[config.mk]
export PLATFORM = sky130hd
export DESIGN_NAME = simd_dispatch
export DESIGN_NICKNAME = d
export VERILOG_FILES = /design/src/rtl/simd_dispatch.sv
export SDC_FILE = /design/constraint.sdc
export NUM_CORES = 1
export LEC_CHECK = 0
export BUFFER_PORTS_ARGS = -buffer_cell sky130_fd_sc_hd__buf_4
export CORE_UTILIZATION = 41
export DETAILED_ROUTE_END_ITERATION = 6
export PLACE_DENSITY = 0.64
export SYNTH_ARGS = -nofsm -noshare
export SYNTH_HDL_FRONTEND = slang
export SYNTH_SLANG_ARGS = --single-unit
[constraint.sdc]
create_clock -name clk -period 1.85 [get_ports clk]
set_clock_uncertainty 0.15 [all_clocks]
set_input_delay 0.37 -clock clk [delete_from_list [all_inputs] [get_ports clk]]
set_output_delay 0.37 -clock clk [all_outputs]
set_load 0.05 [all_outputs]
[src/rtl/simd_dispatch.sv]
// simd_dispatch: issue/writeback stage feeding a lane-segmented SIMD adder.
// Define SIMD_DISPATCH_BYPASS_EN to forward writeback data instead of stalling dependent issues.
module simd_dispatch (
    input  logic        clk,
    input  logic        rst_n,
    input  logic [15:0] in_instr,
    input  logic        in_valid,
    output logic        in_ready,
    output logic [15:0] simd_a,
    output logic [15:0] simd_b,
    output logic        simd_h,
    output logic        simd_o,
    output logic        simd_q,
    output logic        simd_sub,
    input  logic [15:0] simd_sum,
    output logic [15:0] res_data,
    output logic [2:0]  res_rd,
    output logic        res_valid,
    input  logic        res_ready,
    output logic        err_illegal
);
    localparam logic [1:0] OP_NOP = 2'd0;
    localparam logic [1:0] OP_ADD = 2'd1;
    localparam logic [1:0] OP_SUB = 2'd2;
    localparam logic [1:0] OP_LDI = 2'd3;

    logic        i_valid;
    logic [1:0]  i_op;
    logic [1:0]  i_mode;
    logic [2:0]  i_rd;
    logic [15:0] i_a;
    logic [15:0] i_b;
    logic        r_valid;
    logic [2:0]  r_rd;
    logic [15:0] r_data;
    logic        err;
    logic [15:0] rf [8];

    logic [1:0]  op;
    logic [1:0]  mode;
    logic [2:0]  rd;
    logic [2:0]  rs1;
    logic [2:0]  rs2;
    logic        is_arith;
    logic        is_illegal;
    logic        adv;
    logic        hazard;
    logic        xfer;
    logic        load;
    logic        act;
    logic [15:0] wb_data;
    logic [15:0] opa;
    logic [15:0] opb;

    assign op         = in_instr[15:14];
    assign mode       = in_instr[13:12];
    assign rd         = in_instr[11:9];
    assign rs1        = in_instr[8:6];
    assign rs2        = in_instr[5:3];
    assign is_arith   = (op == OP_ADD) || (op == OP_SUB);
    assign is_illegal = is_arith && (mode == 2'b11);

    assign adv      = i_valid && (!r_valid || res_ready);
    assign wb_data  = (i_op == OP_LDI) ? i_a : simd_sum;
    assign in_ready = (!i_valid || adv) && !hazard;
    assign xfer     = in_valid && in_ready;
    assign load     = xfer && (op != OP_NOP) && !is_illegal;

    always_comb begin
`ifdef SIMD_DISPATCH_BYPASS_EN
        hazard = 1'b0;
        opa    = (adv && rs1 == i_rd) ? wb_data : rf[rs1];
        opb    = (adv && rs2 == i_rd) ? wb_data : rf[rs2];
`else
        // Dependent ADD/SUB waits one cycle so the regfile holds the fresh value.
        hazard = in_valid && is_arith && i_valid && (rs1 == i_rd || rs2 == i_rd);
        opa    = rf[rs1];
        opb    = rf[rs2];
`endif
    end

    // The adder only sees a live ADD/SUB; LDI and empty slots drive all zeros.
    assign act      = i_valid && (i_op != OP_LDI);
    assign simd_a   = act ? i_a : 16'h0;
    assign simd_b   = act ? i_b : 16'h0;
    assign simd_h   = act && (i_mode == 2'b10);
    assign simd_o   = act && (i_mode == 2'b01);
    assign simd_q   = act && (i_mode == 2'b00);
    assign simd_sub = act && (i_op == OP_SUB);

    assign res_data    = r_data;
    assign res_rd      = r_rd;
    assign res_valid   = r_valid;
    assign err_illegal = err;

    always_ff @(posedge clk or negedge rst_n) begin
        if (!rst_n) begin
            i_valid <= 1'b0;
            i_op    <= OP_NOP;
            i_mode  <= 2'b00;
            i_rd    <= 3'd0;
            i_a     <= 16'h0;
            i_b     <= 16'h0;
        end else if (load) begin
            i_valid <= 1'b1;
            i_op    <= op;
            i_mode  <= mode;
            i_rd    <= rd;
            i_a     <= (op == OP_LDI) ? {7'd0, in_instr[8:0]} : opa;
            i_b     <= (op == OP_LDI) ? 16'h0 : opb;
        end else if (adv) begin
            i_valid <= 1'b0;
        end
    end

    always_ff @(posedge clk or negedge rst_n) begin
        if (!rst_n) begin
            r_valid <= 1'b0;
            r_rd    <= 3'd0;
            r_data  <= 16'h0;
            err     <= 1'b0;
            for (int i = 0; i < 8; i++) rf[i] <= 16'h0;
        end else begin
            err <= xfer && is_illegal;
            if (adv) begin
                r_valid  <= 1'b1;
                r_rd     <= i_rd;
                r_data   <= wb_data;
                rf[i_rd] <= wb_data;
            end else if (res_ready && r_valid) begin
                r_valid <= 1'b0;
            end
        end
    end
endmodule
==> metrics.txt, run 1 <==
Power Dens Cells=1542 nW/um^2; Pint=12.21 mW; CTS root buf=clkbuf_16; DRC=0; Leak=5.687 nW; Die Area=23,680 um^2; achievable frequency=471.5 MHz; share of cells above drive strength 1=40.42%; Sequential Power Share=39.3%; number of synthesized flops with an enable pin=0; Crit path required time=1.33 ns; Final #Nets=985; Final ANT Viol Nets=0; hold crit path type=in -> reg; failing checks=setup timing; Worst-Margin Slew=0.4232 ns; top-count cell post-synth=dfrtp_1; final standard cell area without fillers=12,420 um^2; Commonest cells post-synth=dfrtp_1 (189), nand2_1 (115), o21ai_0 (100), mux4_2 (64); leading area contributor after synthesis=dfrtp_1; io pins=94; Antenna diodes=0; Avg Cell Area, Syn=11.82 um^2; switching power share of the total=36.21%; vias per cell=5.541; Crit Path Category=reg -> out; Distinct cells, synth=35; fill count=1,925; CTS tree=done; Worst Setup Start Kind=register; total track usage=22.37%; Detail Placement HPWL=17,000 um; Switching Power=6.932 mW; via count=6,899; crit path max fanout=3; YS warnings=0; Max Cap Viol=0; Chip Height=153.9 um; routability congestion estimate=0.7858; first-pass GRT wire length=40,100 um; Post-DP Area=11,100 um^2; pin count of the biggest net entering global routing=47; drt pass-1 iters=5; gr ovfl total=0; Gate Count Post-Synth=800; CP Capture Type=output pin; Combinational Power Share=40.0%; Yosys top cell area share=50.01%; DP Worst Slack=-0.4444 ns; cell row count=55; Clock transition at path regs=0.07 ns; vias in the first global route=6,960; final worst path period share=114.6%; peak supply drop=0.6899 mV; Most used DFF post-synth=dfrtp_1; status=complete, but fails checks; H-tree lvl count=4; DR iter-0 viols=566; wire per inst=20.51 um; final WL=25,530 um; antenna violations before repair=0; syn nets=838; crit path time final=2.121 ns; core area=22,640 um^2; Die X=153.9 um; Initial Util=41.77%; Final setup viols=76; Clk pwr share=20.7%; unrepaired setup endpoints after global routing=yes; post-synthesis sequential area ratio=50.01%; total CTS buffers=17; Mapped Area=9458 um^2; area grow syn2layout=31.27%; Post-synth ARST share=100.0%; Final Hold Vio Count=0; Port-buffer cells=93; Final WS setup=-0.2710 ns; Worst EP arrival=1.60 ns; Final Max Slew Viols=0; CTS Sinks=189; flop and latch count out of synthesis=189; Synth area leaders=dfrtp_1 (50%), mux4_2 (15%), mux2_4 (6.2%), o21ai_0 (5.3%), nand2_1 (4.6%); Longest Clk Path Bufs=2; Slew Limit Headroom=71.78%; Clk Latency, worst-skew pair=0.45 ns
## power by group through the flow
stage	registers, mW	clock network (mW)	logic [mW]
6_report	7.53	3.96	7.66
5_1_grt	7.77	4.17	8.27
3_3_place_gp	7.41	0	6.90
4_1_cts	7.47	4.01	7.51
3_5_place_dp	7.50	0	7.06
2_1_floorplan	7.64	0	4.60
## metrics by stage
| stage | hold WS, ns | power (mW) | cells | setup TNS (ns) | utilization, % |
|---|---|---|---|---|---|
| after floorplan | -0.07559 | 12.24 | 800 | -12.91 | - |
| after global placement | 0.1714 | 14.32 | 1191 | -16.20 | 49.05 |
| after detailed placement | 0.1705 | 14.56 | 1191 | -17.25 | 49.05 |
| after CTS | 0.0003090 | 18.99 | 1241 | -14.64 | 54.10 |
| after global routing | 0.004928 | 20.21 | 1245 | -16.75 | 54.84 |
| final | 0.007131 | 19.14 | 1245 | -12.76 | 54.84 |
## placed cells by master, fill, tap and decap left out, types with 3 or more instances in the layout
master | synthesis | final
o21ai_0 | 100 | 98
nand4_1 | 3 | 3
nand2_4 | 0 | 3
and3_4 | 0 | 13
clkbuf_16 | 0 | 19
clkinvlp_4 | 0 | 3
buf_6 | 7 | 38
buf_8 | 0 | 16
o22ai_1 | 6 | 6
dfrtp_2 | 0 | 4
buf_12 | 4 | 22
a22o_1 | 23 | 23
nor2_1 | 54 | 53
mux2_4 | 39 | 39
a21oi_1 | 54 | 54
and3_2 | 0 | 20
bufinv_16 | 0 | 4
nand2_1 | 115 | 111
mux4_2 | 64 | 64
xnor2_2 | 0 | 5
dlygate4sd3_1 | 0 | 3
mux2i_1 | 16 | 15
inv_6 | 0 | 6
dfrtp_1 | 189 | 185
buf_4 | 3 | 110
inv_1 | 10 | 8
## flip-flops by register name, summed over array words and instances (netlist names)
| name | flops |
|---|---|
| i_op | 2 |
| err_illegal | 1 |
| i_mode | 2 |
| res_valid | 1 |
| i_a | 16 |
| res_rd | 3 |
| i_valid | 1 |
| res_data | 16 |
| i_b | 16 |
| i_rd | 3 |
| rf | 128 |
## critical path, stage by stage, from the launching register on
cell,delay (ns)
dfrtp_2,0.45
xnor2_2,0.16
nand4_1,0.13
o211a_4,0.16
buf_6,0.12
buf_8,0.14
## cell families after synthesis
family	share of synthesized area, %
compound gates	10.86
xor+xnor	0.5556
fa+ha+maj	0.2645
buf+inv	4.511
flops	50.01
mux	23.12
simple gates	10.68
## repair_timing
item                                    CTS  global route
gates resized for setup                  66            46
endpoints found under the hold margin    36             0
pin swaps                                 4             9
setup buffers                            12             8
hold buffers                              3             0
cloned                                    4             4
endpoints found under the setup margin   76           203
## final cells by class
cell class,instances,area (um^2),area share (%)
Clock inverter,15,209.0,1.683
Sequential cell,189,4735,38.13
Inverter,10,55.05,0.4434
Tap cell,285,356.6,2.872
Clock buffer,17,425.4,3.426
Multi-Input combinational cell,535,4561,36.73
Timing Repair Buffer,194,2074,16.71
## routing by layer
metal / GRT usage [%] / vias to the layer above / wire, um
li1: - / 3187 / -
met1: 32.25 / 3456 / 11680
met2: 34.81 / 226 / 12070
met3: 3.861 / 30 / 1374
met4: 6.429 / 0 / 409
met5: 0 / - / 0
## worst paths after layout
| check | start | end | slack, ns | depth (start not counted) |
|---|---|---|---|---|
| min reg2reg | res_rd[0] | res_rd[0] | 0.33 | 2 |
| max reg2reg | i_valid | i_a[11] | -0.16 | 6 |
| max in group asynchronous | rst_n | rf[90] | 0.69 | 3 |
| min in group asynchronous | rst_n | res_rd[1] | 0.26 | 2 |
| min | in_instr[9] | i_rd[0] | 0.007 | 2 |
| max | i_rd[1] | in_ready | -0.27 | 5 |
(Power assumes the default switching activity.)
==> inputs of run 2 (changes only) <==
--- a/config.mk
+++ b/config.mk
@@ -6,9 +6,10 @@
 export NUM_CORES = 1
 export LEC_CHECK = 0
 export BUFFER_PORTS_ARGS = -buffer_cell sky130_fd_sc_hd__buf_4
-export CORE_UTILIZATION = 41
+export CORE_UTILIZATION = 45
+export CTS_BUF_LIST = sky130_fd_sc_hd__clkbuf_16
 export DETAILED_ROUTE_END_ITERATION = 6
-export PLACE_DENSITY = 0.64
+export PLACE_DENSITY = 0.69
 export SYNTH_ARGS = -nofsm -noshare
 export SYNTH_HDL_FRONTEND = slang
 export SYNTH_SLANG_ARGS = --single-unit
==> metrics.txt, run 2 (synthesis gave the netlist of run 1 again) <==
status=complete, but fails checks (unchanged); failing checks=setup timing (unchanged); crit path time final=2.135 ns (was 2.121 ns); crit-path max cell delay=0.43 ns (was 0.45 ns); Antenna diodes=0 (unchanged); antenna violations before repair=0 (unchanged); Min-Delay Path Depth=2 (unchanged); pin count of the biggest net entering global routing=47 (unchanged); first-pass GRT wire length=39,030 um (was 40,100 um); wire per inst=21.72 um (was 20.51 um); vias per cell=5.821 (was 5.541); Worst Setup Start Kind=register (unchanged); Final Max Slew Viols=0 (unchanged); Critical Path Start=i_rd[2] (was i_rd[1]); Port-buffer cells=93 (unchanged); Final ANT Viol Nets=0 (unchanged); Crit path required time=1.33 ns (about the same); drt pass-1 iters=6 (was 5); FF-to-FF Start=i_rd[1] (was i_valid); gr ovfl total=0 (unchanged); core area=20,430 um^2 (was 22,640 um^2); CTS root buf=clkbuf_16 (unchanged); Crit Path Category=reg -> out (unchanged); Worst-Margin Slew=0.4463 ns (was 0.4232 ns); unrepaired setup endpoints after global routing=yes (unchanged); CTS Sinks=189 (unchanged); CTS tree=done (unchanged); Die X=147.0 um (was 153.9 um); Worst EP arrival=1.61 ns (was 1.60 ns); Die Area=21,600 um^2 (was 23,680 um^2); Core Util, Final=63.49% (was 54.84%); Clk Latency, worst-skew pair=0.44 ns (was 0.45 ns); r2r setup slk=-0.19 ns (was -0.16 ns); routing usage on met2=37.23% (was 34.81%); Longest Clk Path Bufs=2 (unchanged); Detail Placement HPWL=16,290 um (was 17,000 um); Cell Chain, Critical Path=xnor2_1 > nand4_1 > o211a_4 > buf_6 > buf_8 (was xnor2_2 > nand4_1 > o211a_4 > buf_6 > buf_8); peak supply drop=0.7352 mV (was 0.6899 mV); FF-to-FF path depth=7 (was 6); cell row count=52 (was 55); DRC=0 (unchanged); Chip Height=147.0 um (was 153.9 um); Final WS setup=-0.2847 ns (was -0.2710 ns); fill count=1,497 (was 1,925); total power=19.76 mW (was 19.14 mW); routability congestion estimate=0.7727 (was 0.7858); final worst path period share=115.4% (was 114.6%); Crit path buffers/inverters=2 (unchanged); Final #Nets=1,012 (was 985); Leak=5.874 nW (was 5.687 nW); critical path's top delay family=flip-flops (unchanged); Largest register FFs=128 (unchanged); met1 usage=33.78% (was 32.25%); total track usage=23.88% (was 22.37%); crit path max fanout=3 (unchanged); vias in the first global route=6,965 (was 6,960); final WL=27,250 um (was 25,530 um); Max Cap Viol=0 (unchanged); worst hold path startpoint=in_instr[10] (was in_instr[9]); hold crit path type=in -> reg (unchanged); io pins=94 (unchanged); Initial Util=46.29% (was 41.77%); most common library cell in the layout ignoring fill and taps=dfrtp_1 (unchanged); DR iter-0 viols=719 (was 566); largest reg by FF count=rf (unchanged); Slew Limit Headroom=70.25% (was 71.78%); total CTS buffers=17 (unchanged); CP Capture Type=output pin (unchanged); reg-to-reg endpoint=i_b[10] (was i_a[11]); Clock transition at path regs=0.06 ns (was 0.07 ns); most frequent cells in the layout=dfrtp_1 (185), nand2_1 (112), buf_4 (111), mux4_2 (64), buf_6 (58) (was dfrtp_1 (185), nand2_1 (111), buf_4 (110), o21ai_0 (98), mux4_2 (64)); gr busiest metal=met2 (unchanged); area grow syn2layout=37.13% (was 31.27%); via count=7,305 (was 6,899); H-tree lvl count=4 (unchanged); Worst Hold Path EP=i_rd[1] (was i_rd[0]); achievable frequency=468.5 MHz (was 471.5 MHz); Final Hold Vio Count=0 (unchanged); Crit-path slowest cell=dfrtp_1 (was dfrtp_2); met3 Use GR=4.534% (was 3.861%); Power Dens Cells=1523 nW/um^2 (was 1542 nW/um^2); share of cells above drive strength 1=45.99% (was 40.42%); Final setup viols=181 (was 76)
## run 2: cell count changes in the layout (fill, tap and decap cells not counted), moves of 4 or more
cell     before  now
buf_12       22   26
buf_6        38   58
mux2i_1      15    6
o21ai_1       2   40
inv_6         6    2
a21oi_1      54   45
o21ai_0      98   34
o21ai_2       0   26
mux2i_4       1   10
a21oi_2       0    8
## run 2: how the worst max path moves through the flow
stage                           to  cells past startpoint
after global routing      in_ready                      5
after global placement      i_a[6]                      9
after CTS                 in_ready                      5
final                     in_ready                      5
after detailed placement   i_a[15]                      9
after floorplan             i_a[0]                      8
## run 2: final cells by class
| type | instances | area, um^2 | share of cell area (%) |
|---|---|---|---|
| tap | 270 | 337.8 | 2.605 |
| timing repair buffer | 221 | 2491 | 19.21 |
| clock buffer | 17 | 425.4 | 3.280 |
| inverter | 10 | 55.05 | 0.4245 |
| sequential | 189 | 4735 | 36.50 |
| multi-input combinational | 535 | 4798 | 37.00 |
| clock inverter | 13 | 127.6 | 0.9840 |
## run 2: stage by stage
| stage | setup slack (ns) | TNS, ns | hold WS (ns) | area, um^2 | std cells |
|---|---|---|---|---|---|
| after floorplan | -0.3288 | -12.91 | -0.07559 | 9598 | 800 |
| after global placement | -0.4190 | -16.27 | 0.1989 | 11060 | 1169 |
| after detailed placement | -0.4396 | -16.98 | 0.2014 | 11060 | 1169 |
| after CTS | -0.3050 | -13.93 | 0.002084 | 12200 | 1222 |
| after global routing | -0.3271 | -30.58 | 0.007238 | 12970 | 1255 |
| final | -0.2847 | -21.30 | 0.008579 | 12970 | 1255 |
## run 2: timing repair
action | in CTS | in global routing
cloned | 6 | 15
hold endpoints to repair | 41 | 0
endpoints found under the setup margin | 76 | 165
hold buffers | 1 | 0
resized for setup | 70 | 199
pin swaps | 8 | 37
buffers inserted | 16 | 23
## run 2: worst reg2reg max path, stage by stage, from the launching register on
cell and delay, ns:
dfrtp_2 0.45, xnor2_2 0.15, nand4_1 0.12, o211a_4 0.18, and4bb_4 0.30, buf_4 0.14
buf_12 0.14, mux2_4 0.31
## run 2: metal layers
| metal | part of all wire [%] | wire, um | vias up |
|---|---|---|---|
| li1 | - | - | 3271 |
| met1 | 43 | 11760 | 3680 |
| met2 | 48 | 13150 | 316 |
| met3 | 6.5 | 1760 | 38 |
| met4 | 2.1 | 579 | 0 |
| met5 | 0 | 0 | - |
## run 2: power breakdown
| part | internal [mW] | switching, mW |
|---|---|---|
| clock network | 1.96 | 1.57 |
| logic | 4.42 | 4.16 |
| registers | 6.04 | 1.62 |
